### config.mk
export PLATFORM = sky130hd
export DESIGN_NAME = sync_fifo
export DESIGN_NICKNAME = d
export VERILOG_FILES = /design/src/rtl/sync_fifo.sv
export SDC_FILE = /design/constraint.sdc
export NUM_CORES = 1
export LEC_CHECK = 0
export BUFFER_PORTS_ARGS = -buffer_cell sky130_fd_sc_hd__buf_2
export CELL_PAD_IN_SITES_DETAIL_PLACEMENT = 0
export CELL_PAD_IN_SITES_GLOBAL_PLACEMENT = 1
export CORE_ASPECT_RATIO = 0.7
export CORE_MARGIN = 2
export CORE_UTILIZATION = 49
export CTS_CLUSTER_SIZE = 12
export DETAILED_ROUTE_END_ITERATION = 8
export PLACE_DENSITY = 0.77
export SYNTH_ARGS = -nofsm -noshare
export SYNTH_HDL_FRONTEND = slang
export SYNTH_SLANG_ARGS = --single-unit
### constraint.sdc
create_clock -name clk -period 2.8 [get_ports clk]
set_input_delay 0 -clock clk [delete_from_list [all_inputs] [get_ports clk]]
set_output_delay 0 -clock clk [all_outputs]
set_load 0.01 [all_outputs]
### src/rtl/sync_fifo.sv
// sync_fifo: single-clock first-word-fall-through FIFO.
//
// The head entry is always visible on `out` while the FIFO is non-empty, so a
// consumer can inspect data before deciding to pop. Status is derived solely
// from the registered occupancy count, never from same-cycle inputs.
//
// Ports:
//   clk        clock, all state updates on posedge
//   reset      synchronous, active-high; discards all contents
//   write_en   push request; `in` is captured when the push is accepted
//   in         push data
//   read_en    pop request
//   out        head entry (combinational from storage)
//   empty      count == 0
//   full       count == DEPTH
//   count      number of valid entries, 0..DEPTH
//   overflow   one-cycle pulse after a rejected push
//   underflow  one-cycle pulse after a rejected pop
//
// Parameters:
//   WIDTH  data width
//   DEPTH  entries, power of 2 and >= 2
//   SAFE   1: storage clears on reset and out is 0 while empty

module sync_fifo #(
  parameter int WIDTH = 32,
  parameter int DEPTH = 4,
  parameter bit SAFE  = 1'b0
) (
  input  logic                       clk,
  input  logic                       reset,
  input  logic                       write_en,
  input  logic [WIDTH-1:0]           in,
  input  logic                       read_en,
  output logic [WIDTH-1:0]           out,
  output logic                       empty,
  output logic                       full,
  output logic [$clog2(DEPTH):0]     count,
  output logic                       overflow,
  output logic                       underflow
);

  localparam int AW = $clog2(DEPTH);
  localparam int CW = AW + 1;

  localparam logic [AW-1:0] PTR_ONE  = AW'(1);
  localparam logic [CW-1:0] CNT_ONE  = CW'(1);
  localparam logic [CW-1:0] CNT_FULL = CW'(DEPTH);

  logic [WIDTH-1:0] mem [DEPTH];
  logic [AW-1:0]    wr_ptr;
  logic [AW-1:0]    rd_ptr;
  logic [CW-1:0]    cnt_q;

  logic pop_ok;
  logic push_ok;

  assign empty = (cnt_q == '0);
  assign full  = (cnt_q == CNT_FULL);
  assign count = cnt_q;

  // A push into a full FIFO is legal only when a pop frees the slot in the
  // same cycle. No bypass when empty: the pop is rejected, the push lands.
  assign pop_ok  = read_en && !empty;
  assign push_ok = write_en && (!full || pop_ok);

  // Pointers wrap naturally because DEPTH is a power of 2.
  always_ff @(posedge clk) begin
    if (reset) begin
      wr_ptr    <= '0;
      rd_ptr    <= '0;
      cnt_q     <= '0;
      overflow  <= 1'b0;
      underflow <= 1'b0;
    end else begin
      if (push_ok) wr_ptr <= wr_ptr + PTR_ONE;
      if (pop_ok)  rd_ptr <= rd_ptr + PTR_ONE;
      if (push_ok && !pop_ok)      cnt_q <= cnt_q + CNT_ONE;
      else if (pop_ok && !push_ok) cnt_q <= cnt_q - CNT_ONE;
      overflow  <= write_en && !push_ok;
      underflow <= read_en && !pop_ok;
    end
  end

  // Storage carries no reset unless SAFE is set, so it can map to plain RAM.
  always_ff @(posedge clk) begin
    if (reset) begin
      if (SAFE) begin
        for (int i = 0; i < DEPTH; i++) mem[i] <= '0;
      end
    end else if (push_ok) begin
      mem[wr_ptr] <= in;
    end
  end

  assign out = (SAFE && empty) ? '0 : mem[rd_ptr];

endmodule
==> qor.yml, run 1 <==
synth:
  yosys-top-cells-area: "edfxtp_1, mux4_2, dfxtp_1, ha_1, xor2_1"
  synthTopCellsByCount: "edfxtp_1, mux4_2, dfxtp_1"
  synth_edf_count: 128
  syn_area_per_cell_sq_um: 23.51
  synthAdderAreaFrac: 0.01597
  ys_warn_count: 0
  yosys.area_share.simple: 0.02709
  synth-seq-cells: 139
  yosysSeqAreaShare: 0.7857
  synth_top_area_cell: "edfxtp_1"
  ys_types: 25
  synth_compound_area_frac: 0.005080
  syn-instance-count: 220
  ys.flop_type: "edfxtp_1"
  synthXorXnorAreaFrac: 0.006773
  synth_top_family_by_area: "multiplexers"
  async_reset_ff_frac: 0
  synth_area_sq_um: 5172
  synth_mux_area_frac: 0.1461
  synth_top_area_frac: 0.7431
  synth_fp_nets: 262
  yosysMostFrequentCell: "edfxtp_1"
worst_setup_path:
  critPathRequiredTime_ns: 3.14
  arrival_ns: 2.57
  critPathMaxFanout: 8
  crit_type: "reg -> reg"
  critPathLaunchType: "register"
  end_kind: "register"
floorplan:
  die_x_um: 126.8
  core_area_sq_um: 10320
  fp.dieArea_sq_um: 11410
  start_util: 0.5013
  dieHeight_um: 89.96
  rows: 31
  ios: 75
clocking:
  postCtsSetupRepairBufs: 0
  clock_path_buffers: 2
  cts_tree: "yes"
  numCtsBuffers: 17
  hold_buffers: 36
  clkTransAtPathRegs_ns: 0.06
  clock_sinks: 139
  root_buffer: "clkbuf_16"
  cts_resized: 0
  clock_tree.htree_level_count: 4
  clk-insertion-delay-late_ns: 0.41
power:
  leakage_nw: 2.335
  ir_drop_v: 0.0004843
  power.density_nw_per_um2: 859.8
finish:
  num-fill-cells: 716
  fin_cells: 493
  antenna_cells: 0
  area_delta_synth_final_pct: 28.52
  drive_gt1_frac: 0.4238
  nNetsFinal: 390
  layout.area.seq_sq_um: 4066
  multi_input_area_sq_um: 1045
sta:
  fmax_ghz: 0.4495
  setup_viol: 0
  final.setup.tns_ns: 0
  tightest_slew_ns: 0.8562
  fin_skew_ns: 0.007441
  rsz0062_at_grt: "no"
  post-route-period-util: 0.7945
  timing.slew.headroom: 0.4292
  min_period_ns: 2.225
  slew_violations: 0
  finalHoldViolCount: 0
global_routing:
  grt_max_degree: 33
  antenna_found_initial: 0
  overflow: 0
  use_met1: 0.2503
  met2_usage: 0.2518
  grt_pass1_wl_um: 14350
  grt_pass1_vias: 2692
  grt_usage: 0.1735
  top_usage_layer: "met2"
  use_met3: 0.05893
placement:
  place_hpwl_um: 5580
  port_buffers: 74
  placed_cells: 425
  place.gp.congestion: 0.6908
drt:
  ant_nets: 0
  routedWlPerCell_um: 18.71
  vias_per_cell: 5.201
  drt_pass1_iterations: 4
  drt_iter0_markers: 186
  num_vias: 2564
  totalWireLength_um: 9223
  drcViolationCount: 0
status:
  outcome: "complete, no violations"
worst_hold_path:
  hold_path_class: "in -> reg"
run:
  maxCapViolations: 0
## layout make-up
class                   instances  share of cell area
flip-flops and latches        139              0.6117
repair buffers                117              0.1216
well taps                     132             0.02484
multi-input cells              70              0.1572
clock inverters                15             0.01901
inverters                       3            0.001694
clock buffers                  17             0.06399
## power by group
part           switching, W  internal (W)  total, W  leakage (nW)
Clock              0.000835       0.00122   0.00205         0.259
Combinational      0.000495      0.000605   0.00110         0.823
Sequential         0.000163       0.00240   0.00257          1.25
Total               0.00149       0.00422   0.00572          2.33
## metrics by stage
| stage | setup WS [ns] | cell area, sq um | hold slack, ns | power, W | util |
|---|---|---|---|---|---|
| 6_report | 0.5755 | 6648 | 0.3414 | 0.005716 | 0.6443 |
| 5_1_grt | 0.4340 | 6648 | 0.3439 | 0.005958 | 0.6443 |
| 4_1_cts | 0.5788 | 6648 | 0.3274 | 0.005774 | 0.6443 |
| 3_5_place_dp | 0.6075 | 5736 | 0.2241 | 0.003689 | 0.5559 |
| 3_3_place_gp | 0.6526 | 5736 | 0.2163 | 0.003667 | 0.5559 |
| 2_1_floorplan | 0.6600 | 5172 | 0.09887 | 0.003301 | - |
## critical path: stages, from the launching register on
cell and delay [ns]:
dfxtp_1 0.41, o31ai_1 0.42, ha_1 0.25, inv_1 0.06, fa_1 0.38, xor2_1 0.18
or3_1 0.31, a21oi_1 0.15
## state kept, by name, summed over array words and instances (netlist names), named ones only
name	cells
overflow	1
wr_ptr	2
count	3
rd_ptr	2
underflow	1
mem	128
## cell families after synthesis
kind of cell | count (synthesis)
and+or+nand+nor | 21
AOI/OAI and AO/OA | 4
DFF | 139
adders and majority gates | 6
buffers and inverters | 11
muxes | 35
xor gates and xnor gates | 4
## routing by layer
metal | routed length [um] | vias up
li1 | - | 1167
met1 | 4434 | 1299
met2 | 4159 | 91
met3 | 576 | 7
met4 | 53 | 0
met5 | 0 | -
## cells in the final DEF (no fill, tap or decap)
cell type      instances
clkinv_1               1
mux2i_1                2
fa_1                   1
and3b_1                2
nor2_1                 7
buf_12                 2
buf_4                  5
clkinvlp_4             5
mux2_4                 1
nand2b_1               2
edfxtp_1             128
ha_1                   5
nor4b_4                1
clkinv_2               4
o311ai_0               1
buf_2                 74
o21ai_0                1
bufinv_16              1
clkbuf_16             17
inv_1                  3
mux4_2                32
o31ai_1                1
clkinv_4               2
dfxtp_2                2
nor3b_1                2
or3_1                  1
nor2b_2                1
nor3_1                 1
xor2_1                 4
dlygate4sd3_1         36
inv_6                  2
and2_2                 4
dfxtp_1                9
a21oi_1                1
## final timing paths
check	cells past startpoint	startpoint	slack, ns	end
worst max-delay path	7	count[0]	0.58	count[2]
worst min-delay path	2	in[6]	0.34	mem[0][6]
worst max register to register	7	count[0]	0.58	count[2]
worst min register to register	2	wr_ptr[1]	0.52	wr_ptr[1]
Note: power is estimated with default switching activity, not from simulation.
==> run 2: changes to the inputs <==
==> constraint.sdc (replaced) <==
create_clock -name clk -period 2.2 [get_ports clk]
set_input_delay 0 -clock clk [delete_from_list [all_inputs] [get_ports clk]]
set_output_delay 0 -clock clk [all_outputs]
set_load 0.01 [all_outputs]
==> run 2 against run 1 <==
Routed wire length is 1.4% lower. Die area stayed put. Clock power is 27% higher. Design area is 0.96% higher. Total power is 28% higher. Worst setup slack worse by 0.42 ns. Sequential share of layout area is 0.56 points lower. Global-route usage is 0.12 points higher. Non-clock buffer count is 9 higher. Clock skew is 0.0013 ns lower. Flip-flop and latch count stayed put. Critical path depth is 1 higher. Critical path type unchanged.
==> qor.yml, run 2 (synthesis results as in run 1) <==
worst_setup_path:
  r2r_cells: 8  # was 7
  critPathRequiredTime_ns: 2.54  # was 3.14 ns
  critPathLaunchType: "register"  # unchanged
  slowest_delay_ns: 0.38  # was 0.42 ns
  arrival_ns: 2.39  # was 2.57 ns
  critPathMaxFanout: 8  # unchanged
  path_cells: "nor4b_4, nor2b_2, ha_2, inv_1, fa_1, xor2_1, or3_1, a21oi_1"  # was o31ai_1, ha_1, inv_1, fa_1, xor2_1, or3_1, a21oi_1
  critPathSlowestCell: "fa_1"  # was o31ai_1
  crit_type: "reg -> reg"  # unchanged
  end_kind: "register"  # unchanged
  reg2reg_slack_ns: 0.15  # was 0.58 ns
clocking:
  clock_sinks: 139  # unchanged
  numCtsBuffers: 17  # unchanged
  clk-insertion-delay-late_ns: 0.41  # about the same
  root_buffer: "clkbuf_16"  # unchanged
  clock_tree.htree_level_count: 4  # unchanged
  clkTransAtPathRegs_ns: 0.06  # about the same
  clock_path_buffers: 2  # unchanged
  cts_tree: "yes"  # unchanged
floorplan:
  die_x_um: 126.8  # unchanged
  ios: 75  # unchanged
  rows: 31  # unchanged
  core_area_sq_um: 10320  # unchanged
  start_util: 0.5013  # unchanged
  fp.dieArea_sq_um: 11410  # unchanged
  dieHeight_um: 89.96  # unchanged
finish:
  antenna_cells: 0  # unchanged
  nNetsFinal: 399  # was 390
  final_common_cell: "edfxtp_1"  # unchanged
  final_cell_mix: "edfxtp_1, buf_2, dlygate4sd3_1"  # unchanged
  area_delta_synth_final_pct: 29.75  # was 28.52%
  top_register: "mem"  # unchanged
  largest_reg_flops: 128  # unchanged
  drive_gt1_frac: 0.4459  # was 0.4238
  postLayoutCellArea_sq_um: 6711  # was 6648 sq um
global_routing:
  use_met3: 0.06012  # was 0.05893
  use_met1: 0.2355  # was 0.2503
  grt_max_degree: 21  # was 33
  top_usage_layer: "met2"  # unchanged
  grt_pass1_vias: 2724  # was 2692
  overflow: 0  # unchanged
  met2_usage: 0.2693  # was 0.2518
  grt_pass1_wl_um: 14430  # was 14350 um
  antenna_found_initial: 0  # unchanged
  grt_usage: 0.1746  # was 0.1735
status:
  outcome: "complete, no violations"  # unchanged
run:
  maxCapViolations: 0  # unchanged
placement:
  place.gp.congestion: 0.7426  # was 0.6908
  place_hpwl_um: 5561  # was 5580 um
  port_buffers: 74  # unchanged
  placed_area_sq_um: 5783  # was 5736 sq um
worst_hold_path:
  hold_path_class: "in -> reg"  # unchanged
  hold_depth: 2  # unchanged
sta:
  min_period_ns: 2.049  # was 2.225 ns
  fmax_ghz: 0.4880  # was 0.4495 GHz
  fin_skew_ns: 0.006174  # was 0.007441 ns
  post-route-period-util: 0.9315  # was 0.7945
  setup_viol: 0  # unchanged
  timing.slew.headroom: 0.6714  # was 0.4292
  final.setup.tns_ns: 0  # unchanged
  tightest_slew_ns: 0.4929  # was 0.8562 ns
  slew_violations: 0  # unchanged
  rsz0062_at_grt: "no"  # unchanged
  finalHoldViolCount: 0  # unchanged
drt:
  drt_iter0_markers: 191  # was 186
  ant_nets: 0  # unchanged
  num_vias: 2562  # was 2564
  totalWireLength_um: 9098  # was 9223 um
  vias_per_cell: 5.104  # was 5.201
  routedWlPerCell_um: 18.12  # was 18.71 um
  drt_pass1_iterations: 6  # was 4
  drcViolationCount: 0  # unchanged
power:
  ir_drop_v: 0.0005169  # was 0.0004843 V
  leakage_nw: 2.376  # was 2.335 nW
  power.density_nw_per_um2: 1090  # was 859.8 nW/um^2
## run 2: cell count changes in the layout (fill, tap and decap cells not counted)
cell     change
o31ai_1      -1
o31ai_2      +1
dfxtp_1      -1
ha_1         -1
dfxtp_2      +1
buf_12       -1
buf_4       +10
ha_2         +1
## run 2: final timing paths
path	start	endpoint
hold / removal	in[15]	mem[1][15]
setup / recovery	count[2]	count[2]
setup reg to reg	count[2]	count[2]
hold reg to reg	wr_ptr[1]	wr_ptr[1]
## run 2: what timing repair did
action / CTS / global route
setup endpoints to repair: 0 / 1
resized for setup: 0 / 3
hold buffers: 36 / 0
buffers inserted: 0 / 1
endpoints found under the hold margin: 137 / 0
## run 2: per-stage QoR
step,total power [W],setup slack (ns),hold WS (ns),utilization,cells
4_1_cts,0.007408,0.05777,0.3209,0.6489,501
5_1_grt,0.007659,0.03009,0.3392,0.6505,502
6_report,0.007312,0.1507,0.3411,0.6505,502
3_5_place_dp,0.004723,0.08926,0.2203,0.5605,433
2_1_floorplan,0.004201,0.05998,0.09887,-,220
3_3_place_gp,0.004708,0.1849,0.2157,0.5605,433
## run 2: area by class of cell
cell class	instances	area (sq um)
clock buffers	17	425.4
multi-input cells	70	1052
fillers	699	3606
clock inverters	15	126.4
well taps	132	165.2
flip-flops and latches	139	4068
inverters	3	11.26
repair buffers	126	863.3
## run 2: routing by layer
metal | vias to the layer above | routed length (um)
met3 | 4 | 554
li1 | 1191 | -
met2 | 85 | 4513
met5 | - | 0
met4 | 0 | 44
met1 | 1282 | 3985
## run 2: where the power goes
part	switching [W]	total [W]	internal, W
registers	0.000108	0.00317	0.00306
clock network	0.00105	0.00260	0.00155
logic	0.000735	0.00154	0.000807
total	0.00190	0.00731	0.00541
## run 2: critical path: cells and delay by family, from the launching register on
| kind | cells | cell delay (ns) |
|---|---|---|
| compound gates | 1 | 0.14 |
| xor+xnor | 1 | 0.17 |
| fa+ha+maj | 2 | 0.60 |
| buf+inv | 1 | 0.06 |
| flops | 1 | 0.37 |
| simple gates | 3 | 0.65 |
==> run 3: changes to the inputs <==
--- a/config.mk
+++ b/config.mk
@@ -9,11 +9,11 @@
 export CELL_PAD_IN_SITES_DETAIL_PLACEMENT = 0
 export CELL_PAD_IN_SITES_GLOBAL_PLACEMENT = 1
 export CORE_ASPECT_RATIO = 0.7
-export CORE_MARGIN = 2
 export CORE_UTILIZATION = 49
 export CTS_CLUSTER_SIZE = 12
 export DETAILED_ROUTE_END_ITERATION = 8
 export PLACE_DENSITY = 0.77
+export SETUP_SLACK_MARGIN = 0.2
 export SYNTH_ARGS = -nofsm -noshare
 export SYNTH_HDL_FRONTEND = slang
 export SYNTH_SLANG_ARGS = --single-unit
==> run 3 against run 2 <==
Clock-buffer cell count stayed put. The flow now finishes with violations (design-rule violations). Fmax increased by 5.5%. Sequential power is essentially flat. Combinational power grew 3%.
==> qor.yml, run 3 (synthesis results as in run 1) <==
global_routing:
  grt_max_degree: 33  # was 21
  antenna_found_initial: 0  # unchanged
  grt_usage: 0.1831  # was 0.1746
  grt_pass1_vias: 2636  # was 2724
  grt_pass1_wl_um: 13920  # was 14430 um
  overflow: 0  # unchanged
worst_setup_path:
  end_kind: "register"  # unchanged
  r2r-start: "count[2]"  # unchanged
  reg2reg_slack_ns: 0.26  # was 0.15 ns
  path_cells: "o31ai_4, ha_2, inv_1, fa_2, xor2_1, or3_1, a21oi_1"  # was nor4b_4, nor2b_2, ha_2, inv_1, fa_1, xor2_1, or3_1, a21oi_1
  arrival_ns: 2.28  # was 2.39 ns
  slowest_delay_ns: 0.37  # was 0.38 ns
  critPathMaxFanout: 7  # was 8
  crit_type: "reg -> reg"  # unchanged
  r2r_cells: 7  # was 8
  critPathSlowestCell: "dfxtp_4"  # was fa_1
  r2r-end: "count[2]"  # unchanged
  critPathRequiredTime_ns: 2.53  # was 2.54 ns
  critPathLaunchType: "register"  # unchanged
clocking:
  root_buffer: "clkbuf_16"  # unchanged
  clock_tree.htree_level_count: 4  # unchanged
  clkTransAtPathRegs_ns: 0.06  # about the same
  clock_sinks: 139  # unchanged
  clk-insertion-delay-late_ns: 0.41  # about the same
  numCtsBuffers: 17  # unchanged
  clock_path_buffers: 2  # unchanged
  cts_tree: "yes"  # unchanged
worst_hold_path:
  min_to: "mem[3][26]"  # was mem[1][15]
  hold_depth: 2  # unchanged
  hold_path_class: "in -> reg"  # unchanged
  worstHoldStart: "in[26]"  # was in[15]
floorplan:
  start_util: 0.5180  # was 0.5013
  fp.dieArea_sq_um: 10980  # was 11410 sq um
  die_x_um: 124.8  # was 126.8 um
  ios: 75  # unchanged
  rows: 30  # was 31
  core_area_sq_um: 9985  # was 10320 sq um
  dieHeight_um: 87.96  # was 89.96 um
sta:
  fmax_ghz: 0.5150  # was 0.4880 GHz
  setup_viol: 0  # unchanged
  post-route-period-util: 0.8827  # was 0.9315
  setup_slack_ns: 0.2581  # was 0.1507 ns
  slew_violations: 0  # unchanged
  tightest_slew_ns: 0.5633  # was 0.4929 ns
  timing.slew.headroom: 0.6197  # was 0.6714
  min_period_ns: 1.942  # was 2.049 ns
  holdWs_ns: 0.3458  # was 0.3411 ns
  rsz0062_at_grt: "no"  # unchanged
  final.setup.tns_ns: 0  # unchanged
  finalHoldViolCount: 0  # unchanged
  fin_skew_ns: 0.005673  # was 0.006174 ns
drt:
  drt_iter0_markers: 171  # was 191
  totalWireLength_um: 8975  # was 9098 um
  drt_pass1_iterations: 8  # was 6
  routedWlPerCell_um: 18.09  # was 18.12 um
  ant_nets: 0  # unchanged
  drcViolationCount: 16  # was 0
  num_vias: 2555  # was 2562
  vias_per_cell: 5.151  # was 5.104
run:
  maxCapViolations: 0  # unchanged
finish:
  top_register: "mem"  # unchanged
  fin_cells: 496  # was 502
  area_delta_synth_final_pct: 31.42  # was 29.75%
  nNetsFinal: 398  # was 399
  largest_reg_flops: 128  # unchanged
  antenna_cells: 0  # unchanged
  drive_gt1_frac: 0.4484  # was 0.4459
  num-fill-cells: 647  # was 699
  final_common_cell: "edfxtp_1"  # unchanged
  final_cell_mix: "edfxtp_1, buf_2, dlygate4sd3_1"  # unchanged
power:
  leakage_nw: 2.410  # was 2.376 nW
  fin_total_pwr_w: 0.007665  # was 0.007312 W
  ir_drop_v: 0.0009232  # was 0.0005169 V
  power.density_nw_per_um2: 1128  # was 1090 nW/um^2
placement:
  place_ws_ns: 0.1526  # was 0.08926 ns
  port_buffers: 74  # unchanged
  place_hpwl_um: 5244  # was 5561 um
  placed_cells: 423  # was 433
  place.gp.congestion: 0.6940  # was 0.7426
status:
  outcome: "finished, violations left"  # was complete, no violations
  failed_checks: "design-rule violations"
## run 3: area by class of cell
cell class,instances,area [sq um],share of cell area
clock buffers,17,425.4,0.06258
clock inverters,14,178.9,0.02632
inverters,3,11.26,0.001657
multi-input cells,70,1064,0.1565
flip-flops and latches,139,4078,0.5999
well taps,128,160.2,0.02356
repair buffers,125,880.8,0.1296
## run 3: worst max path at each step
stage                           to  slack, ns     start  depth (start not counted)
after floorplan           count[2]       0.23  count[2]                          8
after global placement    count[2]       0.16  count[2]                          8
after detailed placement  count[2]       0.15  count[2]                          8
after CTS                 count[2]       0.21  count[1]                          7
after global routing      count[2]       0.15  count[2]                          7
final                     count[2]       0.26  count[2]                          7
## run 3: repair_timing
action / 4_1_cts / 5_1_grt
buffers inserted: 2 / 4
endpoints found under the setup margin: 1 / 1
hold endpoints to repair: 137 / 0
hold buffers: 36 / 0
pin swaps: 1 / 3
gates resized for setup: 4 / 3
## run 3: critical path: cells and delay by family (launching register included)
family | cells | cell delay [ns]
flip-flops | 1 | 0.37
AND/OR/NAND/NOR | 1 | 0.31
XOR/XNOR | 1 | 0.17
adder cells (fa/ha/maj) | 2 | 0.57
buffers and inverters | 1 | 0.06
AO/OA/AOI/OAI | 2 | 0.41
## run 3: power breakdown
part / total (W) / internal (W) / switching (W)
registers: 0.00320 / 0.00308 / 0.000121
logic: 0.00158 / 0.000839 / 0.000744
clock network: 0.00289 / 0.00187 / 0.00101
## run 3: through the flow
step           utilization  area [sq um]
6_report            0.6808          6798
5_1_grt             0.6808          6798
4_1_cts             0.6771          6760
3_5_place_dp        0.5774          5766
3_3_place_gp        0.5774          5766
2_1_floorplan            -          5185
## run 3: layer usage
metal	share of wire	up-vias	global-route usage	wire, um
met5	0	-	0	0
met4	0.0057	0	0.07071	51
met3	0.063	4	0.07330	563
met2	0.47	70	0.2763	4263
met1	0.46	1294	0.2429	4096
li1	-	1187	-	-
